File: src/rtl/cnn_host_sequencer.sv
// Host-side sequencer for a CNN accelerator: loads image, weights and bias, starts a job, then streams the results out.
// Load writes pass straight through with no added latency; result beats hold under m_ready back-pressure.
module cnn_host_sequencer #(
    parameter int DATA_WIDTH          = 8,
    parameter int IMG_SIZE            = 64,
    parameter int KERNEL_AREA         = 9,
    parameter int POOL_OUT_AREA       = 9,
    parameter int IMG_ADDR_WIDTH      = 6,
    parameter int POOL_OUT_ADDR_WIDTH = 4,
    parameter int TIMEOUT_CYCLES      = 4096
) (
    input  logic                           clk,
    input  logic                           rst_n,
    input  logic                           cmd_go,
    input  logic                           abort,
    output logic                           busy,
    output logic                           job_done,
    output logic                           err_timeout,
    input  logic                           s_valid,
    output logic                           s_ready,
    input  logic [DATA_WIDTH-1:0]          s_data,
    output logic                           m_valid,
    output logic                           m_last,
    input  logic                           m_ready,
    output logic [DATA_WIDTH-1:0]          m_data,
    output logic [IMG_ADDR_WIDTH-1:0]      acc_wr_addr,
    output logic [DATA_WIDTH-1:0]          acc_data_in,
    output logic                           acc_wr_en,
    output logic                           acc_mem_select,
    output logic                           acc_start,
    input  logic                           acc_done,
    output logic [POOL_OUT_ADDR_WIDTH-1:0] acc_rd_addr,
    input  logic [DATA_WIDTH-1:0]          acc_data_out
);

    // One counter serves as load address, watchdog and read address, so it must fit the widest use.
    localparam int TO_W   = (TIMEOUT_CYCLES > 2) ? $clog2(TIMEOUT_CYCLES) : 1;
    localparam int CNT_W0 = (TO_W > IMG_ADDR_WIDTH) ? TO_W : IMG_ADDR_WIDTH;
    localparam int CNT_W  = (CNT_W0 > POOL_OUT_ADDR_WIDTH) ? CNT_W0 : POOL_OUT_ADDR_WIDTH;

    localparam logic [CNT_W-1:0] IMG_LAST = CNT_W'(IMG_SIZE - 1);
    localparam logic [CNT_W-1:0] BIAS_IDX = CNT_W'(KERNEL_AREA);
    localparam logic [CNT_W-1:0] RES_LAST = CNT_W'(POOL_OUT_AREA - 1);
    localparam logic [CNT_W-1:0] TO_LAST  = CNT_W'(TIMEOUT_CYCLES - 1);

    typedef enum logic [2:0] {
        S_IDLE,
        S_LOAD_IMG,
        S_LOAD_KER,
        S_START,
        S_WAIT_DONE,
        S_READ
    } state_t;

    state_t           state_q, state_d;
    logic [CNT_W-1:0] cnt_q, cnt_d;
    logic             acc_start_q, acc_start_d;
    logic             job_done_q, job_done_d;
    logic             err_timeout_q, err_timeout_d;

    logic loading;
    logic reading;
    logic s_fire;
    logic m_fire;

    assign loading = (state_q == S_LOAD_IMG) || (state_q == S_LOAD_KER);
    assign reading = (state_q == S_READ);
    assign s_fire  = loading && s_valid;
    assign m_fire  = reading && m_ready;

    always_comb begin
        state_d       = state_q;
        cnt_d         = cnt_q;
        acc_start_d   = acc_start_q;
        job_done_d    = 1'b0;
        err_timeout_d = err_timeout_q;

        if (abort) begin
            state_d     = S_IDLE;
            cnt_d       = '0;
            acc_start_d = 1'b0;
        end else begin
            case (state_q)
                S_IDLE: begin
                    if (cmd_go) begin
                        state_d       = S_LOAD_IMG;
                        cnt_d         = '0;
                        err_timeout_d = 1'b0;
                    end
                end
                S_LOAD_IMG: begin
                    if (s_fire) begin
                        if (cnt_q == IMG_LAST) begin
                            state_d = S_LOAD_KER;
                            cnt_d   = '0;
                        end else begin
                            cnt_d = cnt_q + 1'b1;
                        end
                    end
                end
                S_LOAD_KER: begin
                    // The beat after the last weight is the bias; taking it launches the job.
                    if (s_fire) begin
                        if (cnt_q == BIAS_IDX) begin
                            state_d     = S_START;
                            cnt_d       = '0;
                            acc_start_d = 1'b1;
                        end else begin
                            cnt_d = cnt_q + 1'b1;
                        end
                    end
                end
                S_START: begin
                    state_d     = S_WAIT_DONE;
                    cnt_d       = '0;
                    acc_start_d = 1'b1;
                end
                S_WAIT_DONE: begin
                    // acc_done wins over the watchdog if both land in the same cycle.
                    if (acc_done) begin
                        state_d     = S_READ;
                        cnt_d       = '0;
                        acc_start_d = 1'b0;
                    end else if (cnt_q == TO_LAST) begin
                        state_d       = S_IDLE;
                        cnt_d         = '0;
                        acc_start_d   = 1'b0;
                        err_timeout_d = 1'b1;
                    end else begin
                        cnt_d = cnt_q + 1'b1;
                    end
                end
                S_READ: begin
                    if (m_fire) begin
                        if (cnt_q == RES_LAST) begin
                            state_d    = S_IDLE;
                            cnt_d      = '0;
                            job_done_d = 1'b1;
                        end else begin
                            cnt_d = cnt_q + 1'b1;
                        end
                    end
                end
                default: begin
                    state_d     = S_IDLE;
                    cnt_d       = '0;
                    acc_start_d = 1'b0;
                end
            endcase
        end
    end

    always_ff @(posedge clk or negedge rst_n) begin
        if (!rst_n) begin
            state_q       <= S_IDLE;
            cnt_q         <= '0;
            acc_start_q   <= 1'b0;
            job_done_q    <= 1'b0;
            err_timeout_q <= 1'b0;
        end else begin
            state_q       <= state_d;
            cnt_q         <= cnt_d;
            acc_start_q   <= acc_start_d;
            job_done_q    <= job_done_d;
            err_timeout_q <= err_timeout_d;
        end
    end

    // Data/address outputs are gated by state so they read as zero whenever the path is idle.
    assign busy           = (state_q != S_IDLE);
    assign job_done       = job_done_q;
    assign err_timeout    = err_timeout_q;
    assign acc_start      = acc_start_q;
    assign s_ready        = loading;
    assign acc_wr_en      = s_fire;
    assign acc_data_in    = loading ? s_data : '0;
    assign acc_wr_addr    = loading ? cnt_q[IMG_ADDR_WIDTH-1:0] : '0;
    assign acc_mem_select = (state_q == S_LOAD_KER);
    assign m_valid        = reading;
    assign m_last         = reading && (cnt_q == RES_LAST);
    assign m_data         = reading ? acc_data_out : '0;
    assign acc_rd_addr    = reading ? cnt_q[POOL_OUT_ADDR_WIDTH-1:0] : '0;

endmodule

File: config.mk
export PLATFORM = sky130hd
export DESIGN_NAME = cnn_host_sequencer
export DESIGN_NICKNAME = d
export VERILOG_FILES = /design/src/rtl/cnn_host_sequencer.sv
export SDC_FILE = /design/constraint.sdc
export NUM_CORES = 1
export LEC_CHECK = 0
export CAP_MARGIN = 30
export CORE_ASPECT_RATIO = 0.7
export CORE_UTILIZATION = 30
export CTS_CLUSTER_DIAMETER = 120
export DETAILED_ROUTE_END_ITERATION = 16
export PLACE_DENSITY = 0.56
export SLEW_MARGIN = 20
export SYNTH_ARGS = -nofsm -noshare
export SYNTH_HDL_FRONTEND = slang
export SYNTH_SLANG_ARGS = --single-unit
File: constraint.sdc
create_clock -name clk -period 4.4 [get_ports clk]
set_clock_uncertainty 0.05 [all_clocks]
set_input_delay 1.1 -clock clk [delete_from_list [all_inputs] [get_ports clk]]
set_output_delay 1.1 -clock clk [all_outputs]
set_load 0.02 [all_outputs]
==> qor.yml, run 1 <==
outcome: "complete, no violations"
regArea_um2: 450
fillers: 443
final_cell_count_no_fill: 291
fmax_ghz: 0.280
drcViolationCount: 0
final_cell_mix: "57 x clkdlybuf4s50_1, 18 x nand2_1, 18 x dfrtp_1"
core-area_mm2: 0.00438
hp-start: "cnt_q[1]"
p_leak_nw: 0.824
peakVddDrop_v: 0.000209
num_rows: 20
grt_pass1_vias: 1420
syn_area_mm2: 0.00137
vias: 1441
postCtsHoldBufs: 0
synth_fp_nets: 205
die_height_um: 58.6
synth_compound_area_share_pct: 16.3
holdPathStages: 2
ys.flop_type: "dfrtp_1"
grt_first_pass_wirelength_mm: 6.69
synth-async-reset-ratio_pct: 100
postSynthAreaPerCell_um2: 7.67
finalSetupViolations: 0
placed_cells: 286
antenna_found_initial: 0
ant_nets: 0
drt_iter0_markers: 61
io_pins: 58
synth_xor_area_share_pct: 0.638
multiInputGateArea_um2: 828
layout_commonest_cell: "clkdlybuf4s50_1"
rsz0062_at_grt: "no"
vias_per_cell: 4.95
hold_path.class: "reg2reg"
pre_cts_ws_ps: 902
area_growth_pct: 50.7
grt_overflow: 0
tightest_slew_ps: 690
cts.clk_slew.worst_paths_ps: 70
clk_latency_ps: 260
synth_adder_area_share_pct: 2.73
yosys.area_share.simple_pct: 39.2
die_x_um: 82.9
drt-total-wl_mm: 3.97
gr-usage-all-layers_pct: 16.9
diodes: 0
synth_top_family_by_area: "simple AND/OR/NAND/NOR gates"
worst_slack_ps: 826
reg2reg_depth: 7
htreeDepth: 1
gp_congestion: 0.771
post-cts-setup-buffers: 0
synth_edf_count: 0
dieArea_mm2: 0.00486
hold_viol_final: 0
drt_first_pass_iters: 4
worstPathArrival_ps: 2420
period_share_pct: 81.2
grt_max_degree: 25
synth_cells: 179
port_buffers: 57
timing.critical_path.from_type: "flop"
cellPowerDensity_mw_per_mm2: 386
cp.required_ps: 3250
crit_type: "reg2out"
yosysWarnings: 0
crit_start: "state_q[0]"
initial_core_util_pct: 31.4
ys_ff_latch: 18
fin_nets: 263
cts_resized: 0
synth.distinct_cells: 40
cp_max_fo: 14
cts_sinks: 18
fin_tns_setup_ps: 0
total_power_w: 0.000800
synth_mux_area_share_pct: 1.46
drive_above_1_share_pct: 6.36
cts_buffer_depth: 2
period_needed_ps: 3570
avgRoutedWirePerCell_um: 13.6
cts_root_buffer: "clkbuf_8"
dp_hpwl_mm: 2.96
numCtsBuffers: 3
slew_headroom_pct: 54.0
yosysSeqAreaShare_pct: 32.8
cts_tree: "done"
reg2reg_from: "state_q[2]"
maxSlewViolCount: 0
drv_cap: 0
cp-end-kind: "output pin"
synthesized netlist by cell type (all sizes together), types with 3 or more instances:
library cell	count	area share, %
nor4	4	2.3
a31oi	3	1.4
o21ai	10	3.6
dfrtp	18	33
a211oi	3	1.6
ha	3	2.7
o22ai	6	2.7
nor2	8	2.2
inv	11	3.0
nand2b	4	1.8
and3	15	6.8
nand2	18	4.9
buf	5	2.3
a21oi	9	3.3
nand3	11	4.4
and2	11	5.0
nor3	12	4.4
clkbuf	6	1.6
logic make-up (layout without fill, tap and decap cells):
kind of cell,after synthesis,in the layout
and+or+nand+nor,96,96
AOI/OAI and AO/OA,37,37
buffers and inverters,22,79
DFF,18,18
adders and majority gates,3,3
muxes,2,2
xor gates and xnor gates,1,1
registers in the layout (all words and copies together) (netlist names):
name	count
job_done	1
state_q	3
err_timeout	1
acc_start	1
cnt_q	12
final cells by class:
| cell class | count | area share, % |
|---|---|---|
| tap | 55 | 3.32 |
| sequential | 18 | 21.8 |
| clock buffer | 4 | 2.66 |
| timing repair buffer | 64 | 30.3 |
| multi-input combinational | 139 | 40.0 |
| inverter | 11 | 1.99 |
where the power goes:
group / switching (W) / internal [W]
clock: 0.0000611 / 0.0000796
combinational: 0.000251 / 0.000205
sequential: 0.0000250 / 0.000178
critical path, stage by stage (launching register included):
cell and delay (ps):
dfrtp_1 530, xnor2_1 200, buf_4 180, nor2_1 430
and2_1 200, clkdlybuf4s50_1 620
metrics by stage:
step | hold slack (ps) | util (%) | cell area, µm²
after floorplan | 458 | - | 1370
after global placement | 510 | 45.8 | 2000
after detailed placement | 502 | 45.8 | 2000
after CTS | 524 | 47.0 | 2060
after global routing | 544 | 47.3 | 2070
final | 522 | 47.3 | 2070
per-layer routing:
metal	part of all wire (%)	track usage, %	up-vias
li1	-	-	757
met1	56	25.6	630
met2	37	24.5	52
met3	6.5	4.91	2
met4	0.15	1.48	0
met5	0	0	-
final timing paths:
| kind | end | slack, ps |
|---|---|---|
| min in group asynchronous | cnt_q[9] | 1110 |
| max reg2reg | cnt_q[11] | 1820 |
| min reg2reg | cnt_q[1] | 520 |
| min | cnt_q[1] | 520 |
| max in group asynchronous | err_timeout | 2740 |
| max | acc_data_in[7] | 830 |
Note: power is estimated with default switching activity, not from simulation.
==> run 2, diff against run 1 <==
==> constraint.sdc (replaced) <==
create_clock -name clk -period 3.71 [get_ports clk]
set_clock_uncertainty 0.05 [all_clocks]
set_input_delay 0.9275 -clock clk [delete_from_list [all_inputs] [get_ports clk]]
set_output_delay 0.9275 -clock clk [all_outputs]
set_load 0.02 [all_outputs]
==> run 2 against run 1 <==
Sequential power is 12% higher. Register-to-register slack got worse by 590 ps. Non-clock buffer count rose by 1. Hold slack improved by 0.76 ps. Routed wire length is 4.1% higher. Sequential share of layout area decreased by 0.078 points. Combinational power increased by 23%. Design area increased by 0.36%. Die area is the same. Clock power rose by 15%. Sequential cell count unchanged.
==> qor.yml, run 2 (synthesis results as in run 1) <==
outcome: "complete, no violations"
dp_hpwl_mm: 3.03
drv_cap: 0
fillers: 448
dieArea_mm2: 0.00486
worst_slack_ps: 294
gr-usage-all-layers_pct: 16.9
diodes: 0
vias_per_cell: 5.10
cts_sinks: 18
cts_root_buffer: "clkbuf_8"
maxSlewViolCount: 0
drive_above_1_share_pct: 6.75
holdPathStages: 2
largest_register_ffs: 12
hold_viol_final: 0
core-area_mm2: 0.00438
holdPathEnd: "err_timeout"
numCtsBuffers: 3
cts.clk_slew.worst_paths_ps: 70
grt_max_degree: 19
final_core_util_pct: 47.5
hp-start: "err_timeout"
postCtsHoldBufs: 0
reg2reg_depth: 8
reg2reg_to: "cnt_q[2]"
period_share_pct: 92.1
clk_latency_ps: 250
avgRoutedWirePerCell_um: 14.2
reg.largest.list: "cnt_q x12, state_q x3"
p_leak_nw: 0.830
crit_type: "reg2out"
area_growth_pct: 51.3
die_x_um: 82.9
timing.critical_path.from_type: "flop"
grt_pass1_vias: 1345
cellPowerDensity_mw_per_mm2: 457
slew_headroom_pct: 48.3
initial_core_util_pct: 31.4
rsz0062_at_grt: "no"
die_height_um: 58.6
num_rows: 20
tightest_slew_ps: 770
hold_path.class: "reg2reg"
drcViolationCount: 0
reg2reg_from: "cnt_q[0]"
antenna_found_initial: 0
htreeDepth: 1
port_buffers: 57
regMostFlops: "cnt_q"
drt_first_pass_iters: 4
layout_commonest_cell: "clkdlybuf4s50_1"
finalSetupViolations: 0
fmax_ghz: 0.293
cp-end-kind: "output pin"
drt-total-wl_mm: 4.13
peakVddDrop_v: 0.000220
post-cts-setup-buffers: 0
period_needed_ps: 3420
cp_max_fo: 11
cts_buffer_depth: 2
pre_cts_ws_ps: 555
vias: 1488
reg2reg_slack_ps: 1230
final_cell_mix: "57 x clkdlybuf4s50_1, 18 x nand2_1, 18 x dfrtp_1"
gp_congestion: 0.758
drt_iter0_markers: 110
fin_tns_setup_ps: 0
cts_resized: 0
io_pins: 58
grt_first_pass_wirelength_mm: 6.65
worstPathArrival_ps: 2440
cts_tree: "done"
fin_nets: 264
cp.required_ps: 2730
grt_overflow: 0
ant_nets: 0
[run 2: changes by cell type in the layout (fill, tap and decap cells not counted), sizes merged]
cell	delta
buf	+1
[run 2: worst max-delay path, cell delays in order, from the launching register on]
cell and delay (ps):
dfrtp_1 400, xnor2_1 640, nor2_1 330, and2_1 260
clkdlybuf4s50_1 560
[run 2: worst max-delay path by stage]
| stage | end | depth (start not counted) | from |
|---|---|---|---|
| final | acc_data_in[0] | 4 | state_q[0] |
| after detailed placement | acc_wr_en | 3 | s_valid |
| after global placement | acc_data_in[7] | 4 | state_q[0] |
| after global routing | acc_data_in[0] | 4 | state_q[0] |
| after CTS | acc_data_in[0] | 4 | state_q[0] |
| after floorplan | m_last | 5 | state_q[1] |
[run 2: metal layers]
layer	vias to the layer above	wire [µm]	track usage (%)
met1	687	2350	27.1
met5	-	0	0
li1	761	-	-
met3	2	203	4.21
met2	38	1570	23.0
met4	0	6	1.48
[run 2: stage by stage]
stage	hold slack [ps]	cell area, µm²	power [W]	instances
2_1_floorplan	458	1370	0.000555	179
3_3_place_gp	507	2010	0.000791	287
3_5_place_dp	500	2010	0.000787	287
4_1_cts	533	2070	0.000955	291
5_1_grt	577	2080	0.00102	292
6_report	523	2080	0.000949	292
[run 2: final cells by class]
cell class / count / area [µm²] / area share (%)
Timing Repair Buffer: 65 / 634 / 30.5
Tap cell: 55 / 68.8 / 3.31
Clock buffer: 4 / 55.1 / 2.65
Multi-Input combinational cell: 139 / 828 / 39.9
Sequential cell: 18 / 450 / 21.7
Inverter: 11 / 41.3 / 1.99
[run 2: power breakdown]
part / leakage, nW / switching, W / internal (W)
sequential: 0.250 / 0.0000156 / 0.000212
combinational: 0.552 / 0.000319 / 0.000240
clock: 0.0288 / 0.0000680 / 0.0000943
==> run 3, diff against run 2 <==
--- a/config.mk
+++ b/config.mk
@@ -10,6 +10,7 @@
 export CORE_UTILIZATION = 30
 export CTS_CLUSTER_DIAMETER = 120
 export DETAILED_ROUTE_END_ITERATION = 16
+export GPL_ROUTABILITY_DRIVEN = 0
 export PLACE_DENSITY = 0.56
 export SLEW_MARGIN = 20
 export SYNTH_ARGS = -nofsm -noshare
==> constraint.sdc (replaced) <==
create_clock -name clk -period 3.71 [get_ports clk]
set_clock_uncertainty 0.05 [all_clocks]
set_input_delay 0.5565 -clock clk [delete_from_list [all_inputs] [get_ports clk]]
set_output_delay 0.5565 -clock clk [all_outputs]
set_load 0.02 [all_outputs]
==> run 3 against run 2 <==
Critical endpoint unchanged. Cell count down 1.7%. Global-route usage grew 0.22 points. Setup slack better by 270 ps. Die area did not move. Register-to-register slack barely moved. Utilization shrank 1.1 points. Sequential cell count stayed put. First-iteration DRC count down 63%. Routed wire length decreased by 1.8%. Critical path depth is the same. Largest power group unchanged. Design area fell by 2.3%. Total power decreased by 4.0%.
==> qor.yml, run 3 (synthesis results as in run 1) <==
fmax_ghz: 0.318
post-cts-setup-buffers: 0
worstPathArrival_ps: 2540
cts_root_buffer: "clkbuf_8"
period_needed_ps: 3150
cellPowerDensity_mw_per_mm2: 449
cp-end-kind: "output pin"
core-area_mm2: 0.00438
largest_register_ffs: 12
drcViolationCount: 0
io_pins: 58
holdWs_ps: 518
vias_per_cell: 5.06
port_buffers: 57
cp_slowest_cell: "clkdlybuf4s50_1"
postCtsHoldBufs: 0
hold_path.class: "reg2reg"
dpl_cell_area_mm2: 0.00198
ant_nets: 0
initial_core_util_pct: 31.4
clk_latency_ps: 260
num_rows: 20
layout_commonest_cell: "clkdlybuf4s50_1"
gr-usage-all-layers_pct: 17.1
p_leak_nw: 0.801
avgRoutedWirePerCell_um: 14.1
area_growth_pct: 47.8
hp-start: "cnt_q[11]"
crit_start: "state_q[1]"
cp.required_ps: 3100
crit_type: "reg2out"
antenna_found_initial: 0
hold_viol_final: 0
cts_tree: "done"
pre_cts_ws_ps: 818
grt_first_pass_wirelength_mm: 6.72
cts_resized: 0
grt_max_degree: 28
diodes: 0
dieArea_mm2: 0.00486
timing.critical_path.from_type: "flop"
numCtsBuffers: 3
cp_max_fo: 13
drt_first_pass_iters: 4
regMostFlops: "cnt_q"
fin_nets: 260
cts.clk_slew.worst_paths_ps: 70
rsz0062_at_grt: "no"
final_cell_area_mm2: 0.00203
die_x_um: 82.9
drv_cap: 0
drive_above_1_share_pct: 4.74
grt_overflow: 0
drt_iter0_markers: 41
htreeDepth: 1
final_core_util_pct: 46.4
reg.largest.list: "cnt_q x12, state_q x3"
crit_chain: "xnor2_1 -> nor2_1 -> and2_1 -> clkdlybuf4s50_1"
die_height_um: 58.6
outcome: "complete, no violations"
drt-total-wl_mm: 4.06
worst_slack_ps: 565
grt_pass1_vias: 1369
peakVddDrop_v: 0.000316
slew_headroom_pct: 43.2
reg2reg_from: "cnt_q[0]"
tightest_slew_ps: 850
final_cell_mix: "57 x clkdlybuf4s50_1, 18 x nand2_1, 18 x dfrtp_1"
dp_hpwl_mm: 3.02
maxSlewViolCount: 0
cts_sinks: 18
period_share_pct: 84.8
cts_buffer_depth: 2
vias: 1452
fin_tns_setup_ps: 0
cp_slowest_stage_delay_ps: 620
finalSetupViolations: 0
==> run 3: cell count changes in the layout (fill, tap and decap cells not counted) <==
| cell | change |
|---|---|
| clkbuf_8 | -1 |
| buf_4 | -3 |
| buf_6 | -1 |
==> run 3: stage by stage <==
stage               cells  total power [W]
floorplan             179         0.000555
global placement      283         0.000769
detailed placement    283         0.000770
CTS                   286         0.000911
global route          287         0.000974
finish                287         0.000911
==> run 3: cell type report <==
| cell class | count | area (µm²) |
|---|---|---|
| tap | 55 | 68.8 |
| timing repair buffer | 61 | 601 |
| clock buffer | 3 | 41.3 |
| inverter | 11 | 41.3 |
| sequential | 18 | 450 |
| fill | 446 | 2350 |
| multi-input combinational | 139 | 828 |
==> run 3: power by group <==
| group | leakage, nW | total (W) | internal (W) | switching (W) |
|---|---|---|---|---|
| Sequential | 0.250 | 0.000253 | 0.000211 | 0.0000414 |
| Clock | 0.0216 | 0.000139 | 0.0000723 | 0.0000667 |
| Combinational | 0.530 | 0.000519 | 0.000227 | 0.000292 |
==> run 3: worst paths after layout <==
check,to,slack (ps),depth (start not counted)
setup reg to reg,cnt_q[3],1240,8
max in group asynchronous,job_done,2350,1
hold reg to reg,cnt_q[11],520,1
hold / removal,cnt_q[11],520,1
min in group asynchronous,cnt_q[11],740,1
setup / recovery,acc_data_in[0],560,4
==> run 3: routing by layer <==
layer / GRT usage, % / routed length (µm) / up-vias
met3: 5.47 / 229 / 2
met4: 2.22 / 10 / 0
met2: 23.7 / 1540 / 37
li1: - / - / 746
met5: 0 / 0 / -
met1: 26.2 / 2280 / 667
==> run 3: worst max-delay path, delay by kind of cell, from the launching register on <==
kind	cells	cell delay, ps
AND/OR/NAND/NOR	2	750
flip-flops	1	610
XOR/XNOR	1	300
buffers and inverters	1	620
